$ cat src/rtl/ibex_lsu_pkg.sv
// ibex_lsu_pkg: shared types and helpers for the split-access load/store unit.
//   lsu_size_e : access size as log2 of the byte count
//   ls_fsm_e   : request/response sequencer states
//   be_calc    : 2*NB-bit byte-enable footprint of an access starting at a
//                beat offset; the low NB bits belong to part A, the high NB
//                bits to part B.
package ibex_lsu_pkg;

  typedef enum logic [1:0] {
    SZ_BYTE   = 2'd0,
    SZ_HALF   = 2'd1,
    SZ_WORD   = 2'd2,
    SZ_DOUBLE = 2'd3
  } lsu_size_e;

  typedef enum logic [1:0] {
    IDLE      = 2'd0,
    REQ_A     = 2'd1,
    REQ_B     = 2'd2,
    WAIT_RESP = 2'd3
  } ls_fsm_e;

  // Widest supported beat is 8 bytes, so the footprint never exceeds 16 bits.
  localparam int unsigned MaxNB = 8;

  function automatic logic [2*MaxNB-1:0] be_calc(input logic [2:0]  off,
                                                  input lsu_size_e   size,
                                                  input int unsigned nb);
    logic [2*MaxNB-1:0] lane;
    logic [2*MaxNB-1:0] keep;
    lane = ((16'd1 << (4'd1 << size)) - 16'd1) << off;
    keep = (nb >= MaxNB) ? 16'hFFFF : ((16'd1 << (2 * nb)) - 16'd1);
    return lane & keep;
  endfunction

endpackage

$ cat src/rtl/ibex_lsu_rdata_align.sv
// ibex_lsu_rdata_align: combinational load-data assembly and extension.
//   rdata_a  : beat captured from part A's response
//   rdata_b  : beat on the bus in the final response cycle
//   off      : byte offset of the access inside the beat
//   size     : access size (clamped to the beat width)
//   split    : access spans two beats (A supplies the low bytes)
//   sign_ext : sign-extend from the top byte of the access
//   result   : LSB-aligned, extended load value
module ibex_lsu_rdata_align
  import ibex_lsu_pkg::*;
#(
  parameter int unsigned DataWidth = 32
) (
  input  logic [DataWidth-1:0]         rdata_a,
  input  logic [DataWidth-1:0]         rdata_b,
  input  logic [$clog2(DataWidth/8)-1:0] off,
  input  lsu_size_e                    size,
  input  logic                         split,
  input  logic                         sign_ext,
  output logic [DataWidth-1:0]         result
);

  localparam int unsigned NB   = DataWidth / 8;
  localparam int unsigned OffW = $clog2(NB);

  // Two-beat window: a split access reads A above 'off' then B from byte 0,
  // so one right shift by 'off' bytes handles both the split and single case.
  logic [2*DataWidth-1:0] cat;
  logic [DataWidth-1:0]   sh;
  logic [1:0]             sz_c;
  logic [OffW-1:0]        last;
  logic                   fill;

  assign cat  = split ? {rdata_b, rdata_a} : {{DataWidth{1'b0}}, rdata_b};
  assign sz_c = (size > 2'(OffW)) ? 2'(OffW) : size;
  assign last = OffW'((4'd1 << sz_c) - 4'd1);

  for (genvar i = 0; i < NB; i++) begin : g_lane
    logic [OffW:0] src;
    assign src            = (OffW+1)'(i) + {1'b0, off};
    assign sh[8*i +: 8]   = cat[{src, 3'b000} +: 8];
    assign result[8*i +: 8] = (OffW'(i) <= last) ? sh[8*i +: 8] : {8{fill}};
  end

  assign fill = sign_ext & sh[{last, 3'b111}];

endmodule

$ cat src/rtl/ibex_lsu_split_wide.sv
// ibex_lsu_split_wide: load/store unit between EX and a 32/64-bit data bus.
// The request is registered at acceptance; misaligned accesses are split into
// part A (aligned beat) and part B (next beat), with B's request issued while
// A's response may still be in flight. Optional response timeout aborts the
// access and drains late responses before the next request is accepted.
//   clk_i, rst_i            : clock, synchronous active-high reset
//   lsu_*_i / lsu_ready_o   : EX request channel
//   lsu_rdata_o, lsu_valid_o: completion pulse with extended load data
//   lsu_addr_last_o         : address of the last error-free granted part
//   load/store/timeout_err_o: completion error flags, qualified by valid
//   busy_o                  : access or drain in progress
//   data_*                  : data bus request/response channel
module ibex_lsu_split_wide
  import ibex_lsu_pkg::*;
#(
  parameter int unsigned DataWidth   = 32,
  parameter int unsigned AddrWidth   = 32,
  parameter int unsigned RespTimeout = 0
) (
  input  logic                   clk_i,
  input  logic                   rst_i,
  input  logic                   lsu_req_i,
  output logic                   lsu_ready_o,
  input  logic                   lsu_we_i,
  input  logic [1:0]             lsu_size_i,
  input  logic                   lsu_sign_ext_i,
  input  logic [AddrWidth-1:0]   lsu_addr_i,
  input  logic [DataWidth-1:0]   lsu_wdata_i,
  output logic [DataWidth-1:0]   lsu_rdata_o,
  output logic                   lsu_valid_o,
  output logic [AddrWidth-1:0]   lsu_addr_last_o,
  output logic                   load_err_o,
  output logic                   store_err_o,
  output logic                   timeout_err_o,
  output logic                   busy_o,
  output logic                   data_req_o,
  input  logic                   data_gnt_i,
  input  logic                   data_rvalid_i,
  input  logic                   data_err_i,
  input  logic                   data_pmp_err_i,
  output logic [AddrWidth-1:0]   data_addr_o,
  output logic                   data_we_o,
  output logic [DataWidth/8-1:0] data_be_o,
  output logic [DataWidth-1:0]   data_wdata_o,
  input  logic [DataWidth-1:0]   data_rdata_i
);

  localparam int unsigned NB   = DataWidth / 8;
  localparam int unsigned OffW = $clog2(NB);
  localparam int unsigned BW   = 2 * NB;
  localparam int unsigned CntW = (RespTimeout < 2) ? 1 : $clog2(RespTimeout + 1);

  ls_fsm_e              state_q;
  logic [AddrWidth-1:0] addr_q, addr_last_q;
  lsu_size_e            size_q;
  logic                 we_q, sext_q, split_q, err_q;
  // a/b_out: part granted, response pending. a/b_done: part resolved by a
  // response or a PMP fault (b_done is preset for single-beat accesses).
  logic                 a_out_q, b_out_q, a_done_q, b_done_q;
  logic [DataWidth-1:0] wdata_q, rdata_a_q;
  logic [1:0]           drain_q;
  logic [CntW-1:0]      cnt_q, cnt_d;

  logic [OffW-1:0]      off_q, off_in;
  logic                 split_in, illegal_in, accept;
  logic [BW-1:0]        be_full;
  logic [AddrWidth-1:0] addr_a, addr_b;
  logic                 in_req, pmp_a, pmp_b, gnt_a, gnt_b;
  logic                 outstanding, rv, rv_a, rv_b, done, tmo_fire;
  logic                 complete_err, rv_drain;
  logic [1:0]           tmo_drain;
  logic [DataWidth-1:0] rdata_ext;

  // ---------------------------------------------------------------- accept
  assign off_in      = lsu_addr_i[OffW-1:0];
  assign illegal_in  = lsu_size_i > 2'(OffW);
  assign split_in    = (5'(off_in) + (5'd1 << lsu_size_i)) > 5'(NB);
  assign lsu_ready_o = (state_q == IDLE) && (drain_q == 2'd0);
  assign accept      = lsu_req_i & lsu_ready_o;

  // ---------------------------------------------------------------- bus side
  assign off_q   = addr_q[OffW-1:0];
  assign be_full = BW'(be_calc(3'(off_q), size_q, NB));
  assign addr_a  = {addr_q[AddrWidth-1:OffW], {OffW{1'b0}}};
  assign addr_b  = addr_a + AddrWidth'(NB);

  assign in_req = (state_q == REQ_A) || (state_q == REQ_B);
  assign pmp_a  = (state_q == REQ_A) & data_pmp_err_i;
  assign pmp_b  = (state_q == REQ_B) & data_pmp_err_i;
  assign gnt_a  = (state_q == REQ_A) & ~data_pmp_err_i & data_gnt_i;
  assign gnt_b  = (state_q == REQ_B) & ~data_pmp_err_i & data_gnt_i;

  assign data_req_o  = ~rst_i & in_req & ~data_pmp_err_i;
  assign data_we_o   = we_q;
  assign data_addr_o = (state_q == REQ_B) ? addr_b : addr_a;
  assign data_be_o   = (state_q == REQ_B) ? be_full[BW-1:NB] : be_full[NB-1:0];

  // Store data is rotated so each byte lands on its lane in both beats.
  for (genvar j = 0; j < NB; j++) begin : g_wlane
    logic [OffW-1:0] src;
    assign src                   = OffW'(j) - off_q;
    assign data_wdata_o[8*j +: 8] = wdata_q[{src, 3'b000} +: 8];
  end

  // ---------------------------------------------------------------- responses
  // Responses are in order and A is always granted before B, so any rvalid
  // while A is pending belongs to A.
  assign outstanding = (state_q != IDLE) & (a_out_q | b_out_q);
  assign rv          = data_rvalid_i & outstanding;
  assign rv_a        = rv & a_out_q;
  assign rv_b        = rv & ~a_out_q & b_out_q;
  assign done        = (state_q != IDLE) & (a_done_q | pmp_a | rv_a)
                                         & (b_done_q | pmp_b | rv_b);
  assign rv_drain    = data_rvalid_i & (state_q == IDLE) & (drain_q != 2'd0);

  // Timeout counter runs only while a granted part waits on a silent bus.
  assign tmo_fire = (RespTimeout != 0) & outstanding & ~data_rvalid_i
                  & (cnt_q == CntW'(RespTimeout));
  always_comb begin
    cnt_d = cnt_q;
    if (!outstanding || data_rvalid_i)     cnt_d = '0;
    else if (cnt_q != CntW'(RespTimeout))  cnt_d = cnt_q + 1'b1;
  end
  // A B grant coinciding with the timeout is still owed a response.
  assign tmo_drain = {1'b0, a_out_q} + {1'b0, b_out_q} + {1'b0, gnt_b};

  assign complete_err = err_q | pmp_a | pmp_b | (rv & data_err_i) | tmo_fire;

  ibex_lsu_rdata_align #(.DataWidth(DataWidth)) u_align (
    .rdata_a  (rdata_a_q),
    .rdata_b  (data_rdata_i),
    .off      (off_q),
    .size     (size_q),
    .split    (split_q),
    .sign_ext (sext_q),
    .result   (rdata_ext)
  );

  assign lsu_valid_o     = ~rst_i & (done | tmo_fire);
  assign load_err_o      = lsu_valid_o & ~we_q & complete_err;
  assign store_err_o     = lsu_valid_o & we_q & complete_err;
  assign timeout_err_o   = ~rst_i & tmo_fire;
  assign lsu_rdata_o     = (lsu_valid_o & ~we_q) ? rdata_ext : '0;
  assign lsu_addr_last_o = addr_last_q;
  assign busy_o          = (state_q != IDLE) || (drain_q != 2'd0);

  // ---------------------------------------------------------------- sequencer
  always_ff @(posedge clk_i) begin
    if (rst_i) begin
      state_q     <= IDLE;
      addr_q      <= '0;
      addr_last_q <= '0;
      size_q      <= SZ_BYTE;
      we_q        <= 1'b0;
      sext_q      <= 1'b0;
      split_q     <= 1'b0;
      err_q       <= 1'b0;
      a_out_q     <= 1'b0;
      b_out_q     <= 1'b0;
      a_done_q    <= 1'b0;
      b_done_q    <= 1'b0;
      wdata_q     <= '0;
      rdata_a_q   <= '0;
      drain_q     <= '0;
      cnt_q       <= '0;
    end else begin
      cnt_q <= cnt_d;
      if (rv_drain) drain_q     <= drain_q - 2'd1;
      if (gnt_a)    addr_last_q <= addr_q;
      if (gnt_b)    addr_last_q <= addr_b;
      if (rv_a)     rdata_a_q   <= data_rdata_i;
      if (state_q == IDLE) begin
        if (accept) begin
          addr_q   <= lsu_addr_i;
          size_q   <= lsu_size_e'(lsu_size_i);
          we_q     <= lsu_we_i;
          sext_q   <= lsu_sign_ext_i;
          wdata_q  <= lsu_wdata_i;
          split_q  <= split_in & ~illegal_in;
          a_out_q  <= 1'b0;
          b_out_q  <= 1'b0;
          // An illegal size resolves both parts up front and completes with
          // an error from WAIT_RESP without touching the bus.
          a_done_q <= illegal_in;
          b_done_q <= illegal_in | ~split_in;
          err_q    <= illegal_in;
          state_q  <= illegal_in ? WAIT_RESP : REQ_A;
        end
      end else if (done) begin
        state_q <= IDLE;
      end else if (tmo_fire) begin
        state_q <= IDLE;
        drain_q <= tmo_drain;
      end else begin
        err_q <= complete_err;
        if (rv_a)  begin a_out_q <= 1'b0; a_done_q <= 1'b1; end
        if (rv_b)  begin b_out_q <= 1'b0; b_done_q <= 1'b1; end
        if (pmp_a) a_done_q <= 1'b1;
        if (pmp_b) b_done_q <= 1'b1;
        if (gnt_a) a_out_q  <= 1'b1;
        if (gnt_b) b_out_q  <= 1'b1;
        if ((state_q == REQ_A) && (pmp_a || gnt_a))
          state_q <= split_q ? REQ_B : WAIT_RESP;
        if ((state_q == REQ_B) && (pmp_b || gnt_b))
          state_q <= WAIT_RESP;
      end
    end
  end

endmodule

$ cat config.mk
export PLATFORM = sky130hd
export DESIGN_NAME = ibex_lsu_split_wide
export DESIGN_NICKNAME = d
export VERILOG_FILES = /design/src/rtl/ibex_lsu_pkg.sv /design/src/rtl/ibex_lsu_rdata_align.sv /design/src/rtl/ibex_lsu_split_wide.sv
export SDC_FILE = /design/constraint.sdc
export NUM_CORES = 1
export LEC_CHECK = 0
export CAP_MARGIN = 0
export CORE_AREA = 2 2 119 150
export CTS_BUF_LIST = sky130_fd_sc_hd__clkbuf_16
export DETAILED_ROUTE_END_ITERATION = 7
export DIE_AREA = 0 0 121 152
export PLACE_DENSITY_LB_ADDON = 0.1
export RECOVER_POWER = 100
export SYNTH_ARGS = -nofsm -noshare
export SYNTH_HDL_FRONTEND = slang
export SYNTH_SLANG_ARGS = --single-unit
$ cat constraint.sdc
create_clock -name clk_i -period 6.7 [get_ports clk_i]
set_clock_uncertainty 0.1 [all_clocks]
set_input_delay 1.34 -clock clk_i [delete_from_list [all_inputs] [get_ports clk_i]]
set_output_delay 1.34 -clock clk_i [all_outputs]
set_load 0.05 [all_outputs]
==> summary.md <==
| Metric | Value |
|---|---|
| Outcome | complete, but fails checks |
| Failing checks | capacitance limit, slew limit |
| WL/cell | between 15 and 20 um |
| Fmax | around 170 MHz |
| Seq/Total Area, Yosys | between 30% and 40% |
| Pwr Density | 278 mW/mm^2 |
| Met2 WL | between 10 and 15 mm |
| Max layer used | met4 |
| DRT antenna net count | 0 |
| Combinational power share | ~37% |
| Switch share | 38.5% |
| Most frequent cells in the layout | nand2_1, a21oi_1, dfxtp_1 |
| Hold Crit Class | reg -> reg |
| RSZ-0062 raised after global routing | no |
| Largest net degree at the start of global routing | between 70 and 80 |
| Crit Path Category | reg -> out |
| Initial antenna violation count | 1 |
| Met1 Wirelength | 10.5 mm |
| Max Cap Viol | 6 |
| Hold Buf Count CTS | 0 |
| #FFs+latches synth | between 100 and 150 |
| DRC | 0 |
| Cell Area, Placed | ~0.011 mm^2 |
| CTS tree | yes |
| Final core occ | between 60% and 70% |
| Final wirelength | 26.8 mm |
| Final Max Slew Viols | about 400 |
| Postcts setup bufs | 0 |
| Routability-driven placement congestion ratio | slightly below 0.9 |
| Synthesis-to-finish area growth | 32.7% |
| Worst Path Max Fanout | about 60 |
| Static leakage | around 0.0044 uW |
| Register share of total power | 32.2% |
| Commonest non-fill, non-tap cell in the layout | nand2_1 |
| Sw power | ~1300 uW |
| Worst slew margin | -129% |
| Slew @ Worst Pin | between 3 and 4 ns |
| Clk pin slew, worst setup/hold paths | around 0.06 ns |
| CTS root buf | clkbuf_16 |
| FFs w/ async S/R, synth | 0% |
| CP arrival | 4.57 ns |
| IO Pins | 247 |
| Ys flop type | dfxtp_1 |
| H-tree level count | 4 |
| Die height | around 150 um |
| Syn. warnings | 0 |
| Int Pwr | 2000 uW |
| Total number of vias | roughly 9000 |
| Post-synth EDFFs | 0 |
| Gr usage total | 28.7% |
| WP data required | 5.26 ns |
| Share of power burned in the clock network | between 30% and 40% |
| Period minus WS final | ~6 ns |
| Number of global-route vias before repair | between 8000 and 9000 |
| Die area | around 0.018 mm^2 |
| Rows | 54 |
| Total grt overflow | 0 |
| Pre-Repair DR Iteration Count | 5 |
| CTS max path bufs | 2 |
| Sink Count | 142 |
| Vias per cell | between 5 and 6 |
| DIE WIDTH | roughly 120 um |
| First-pass GRT wire length | 42.6 mm |
| Worst hold slack | about 0.35 ns |
| Design area | around 0.012 mm^2 |
| CP Launch Type | flip-flop |
| Syn avg cell area | roughly 8 um^2 |
| Max rail drop VDD | about 210 uV |
| Core area | roughly 0.017 mm^2 |
| Initial Utilization | 51.7% |
| Cts bufs inserted | 17 |
| Setup TNS Final | 0 ns |
| DP Wirelength | 18.3 mm |
| Final setup vio count | 0 |
| Crit end category | primary output |
| Fin crit share | roughly 90% |
| Post-cts sizing count | 0 |
| Worst skew pair latency | approximately 0.43 ns |
| Yosys cell types | between 60 and 70 |
| Final Hold Fails | 0 |
| Iter 0 DRT Violations | 698 |
| Nets@finish | 1388 |
| Post-Syn Area | 0.00884 mm^2 |
| Post-Synthesis Cells | approximately 1100 |
| IO Port Bufs | between 200 and 250 |
| Layout cells sized above 1 | 9.20% |
| Met3 wire len | 2.07 mm |
[synthesized netlist by cell type (17+ instances only)]
| library cell | number | share of area [%] |
|---|---|---|
| nand2_1 | 268 | 11 |
| clkbuf_1 | 67 | 2.8 |
| nand3_1 | 18 | 1.0 |
| mux2_2 | 18 | 2.3 |
| a21oi_1 | 148 | 8.4 |
| nor2_1 | 78 | 3.3 |
| inv_1 | 17 | 0.72 |
| mux2i_1 | 31 | 3.5 |
| xnor2_1 | 31 | 3.1 |
| mux4_2 | 44 | 11 |
| dfxtp_1 | 142 | 32 |
| buf_2 | 17 | 0.96 |
| o21ai_0 | 24 | 1.4 |
[path summary, 6_finish.rpt]
kind	to	startpoint	cells past startpoint	slack, ns
worst max-delay path	lsu_rdata_o[18]	addr_q[0]	7	0.69
worst min-delay path	rdata_a_q[5]	rdata_a_q[5]	2	0.35
worst max register to register	b_out_q	state_q[0]	8	2.57
worst min register to register	rdata_a_q[5]	rdata_a_q[5]	2	0.35
[final cells by class]
type / count / area [um^2]
fillers: 1502 / 5350
well taps: 224 / 280
repair buffers: 254 / 2420
clock inverters: 12 / 168
multi-input cells: 839 / 5500
diodes: 1 / 2.50
clock buffers: 18 / 450
inverters: 18 / 67.6
flip-flops and latches: 142 / 2850
[routing by layer]
layer / vias to the layer above / track usage [%]
li1: 4226 / -
met1: 4172 / 34.6
met2: 385 / 50.0
met3: 53 / 6.64
met4: 0 / 9.25
met5: - / 0
[power by group through the flow]
stage / logic [uW] / registers [uW] / clock network, uW
5_1_grt: 1300 / 1060 / 1050
4_1_cts: 1240 / 1050 / 1010
3_3_place_gp: 1230 / 1060 / 0
2_1_floorplan: 885 / 1030 / 0
3_5_place_dp: 1240 / 1060 / 0
6_report: 1210 / 1050 / 998
[state kept, by name, indices dropped and copies added (netlist names), 2 cells and up]
register,count
lsu_addr_last_o,32
rdata_a_q,32
state_q,2
size_q,2
addr_q,32
wdata_q,32
drain_q,2
[worst max-delay path, cell delays in order (launching register included)]
cell           delay, ns
dfxtp_2             1.42
nor2_1              0.61
a22o_1              0.34
mux2i_1             0.22
o221ai_1            0.18
nand2_1             0.45
nor2_1              0.12
dlygate4sd3_1       0.79
[stage by stage]
stage | instances | setup slack (ns) | total power, uW
global placement | 1477 | 1.03 | 2290
global route | 1508 | 0.356 | 3410
detailed placement | 1477 | 0.933 | 2300
floorplan | 1103 | 1.66 | 1910
finish | 1508 | 0.688 | 3260
CTS | 1507 | 0.919 | 3300
[kinds of logic (layout without fill, tap and decap cells)]
| group | Yosys count | in the layout | synth area share (%) |
|---|---|---|---|
| and+or+nand+nor | 441 | 441 | 22.4 |
| buffers and inverters | 122 | 302 | 5.72 |
| DFF | 142 | 142 | 32.1 |
| adders and majority gates | 9 | 9 | 1.36 |
| AOI/OAI and AO/OA | 250 | 250 | 17.1 |
| xor gates and xnor gates | 43 | 43 | 4.26 |
| other | 1 | 4 | 0.0424 |
| muxes | 93 | 93 | 17.0 |
No activity file was read; power rests on OpenSTA's default activity.
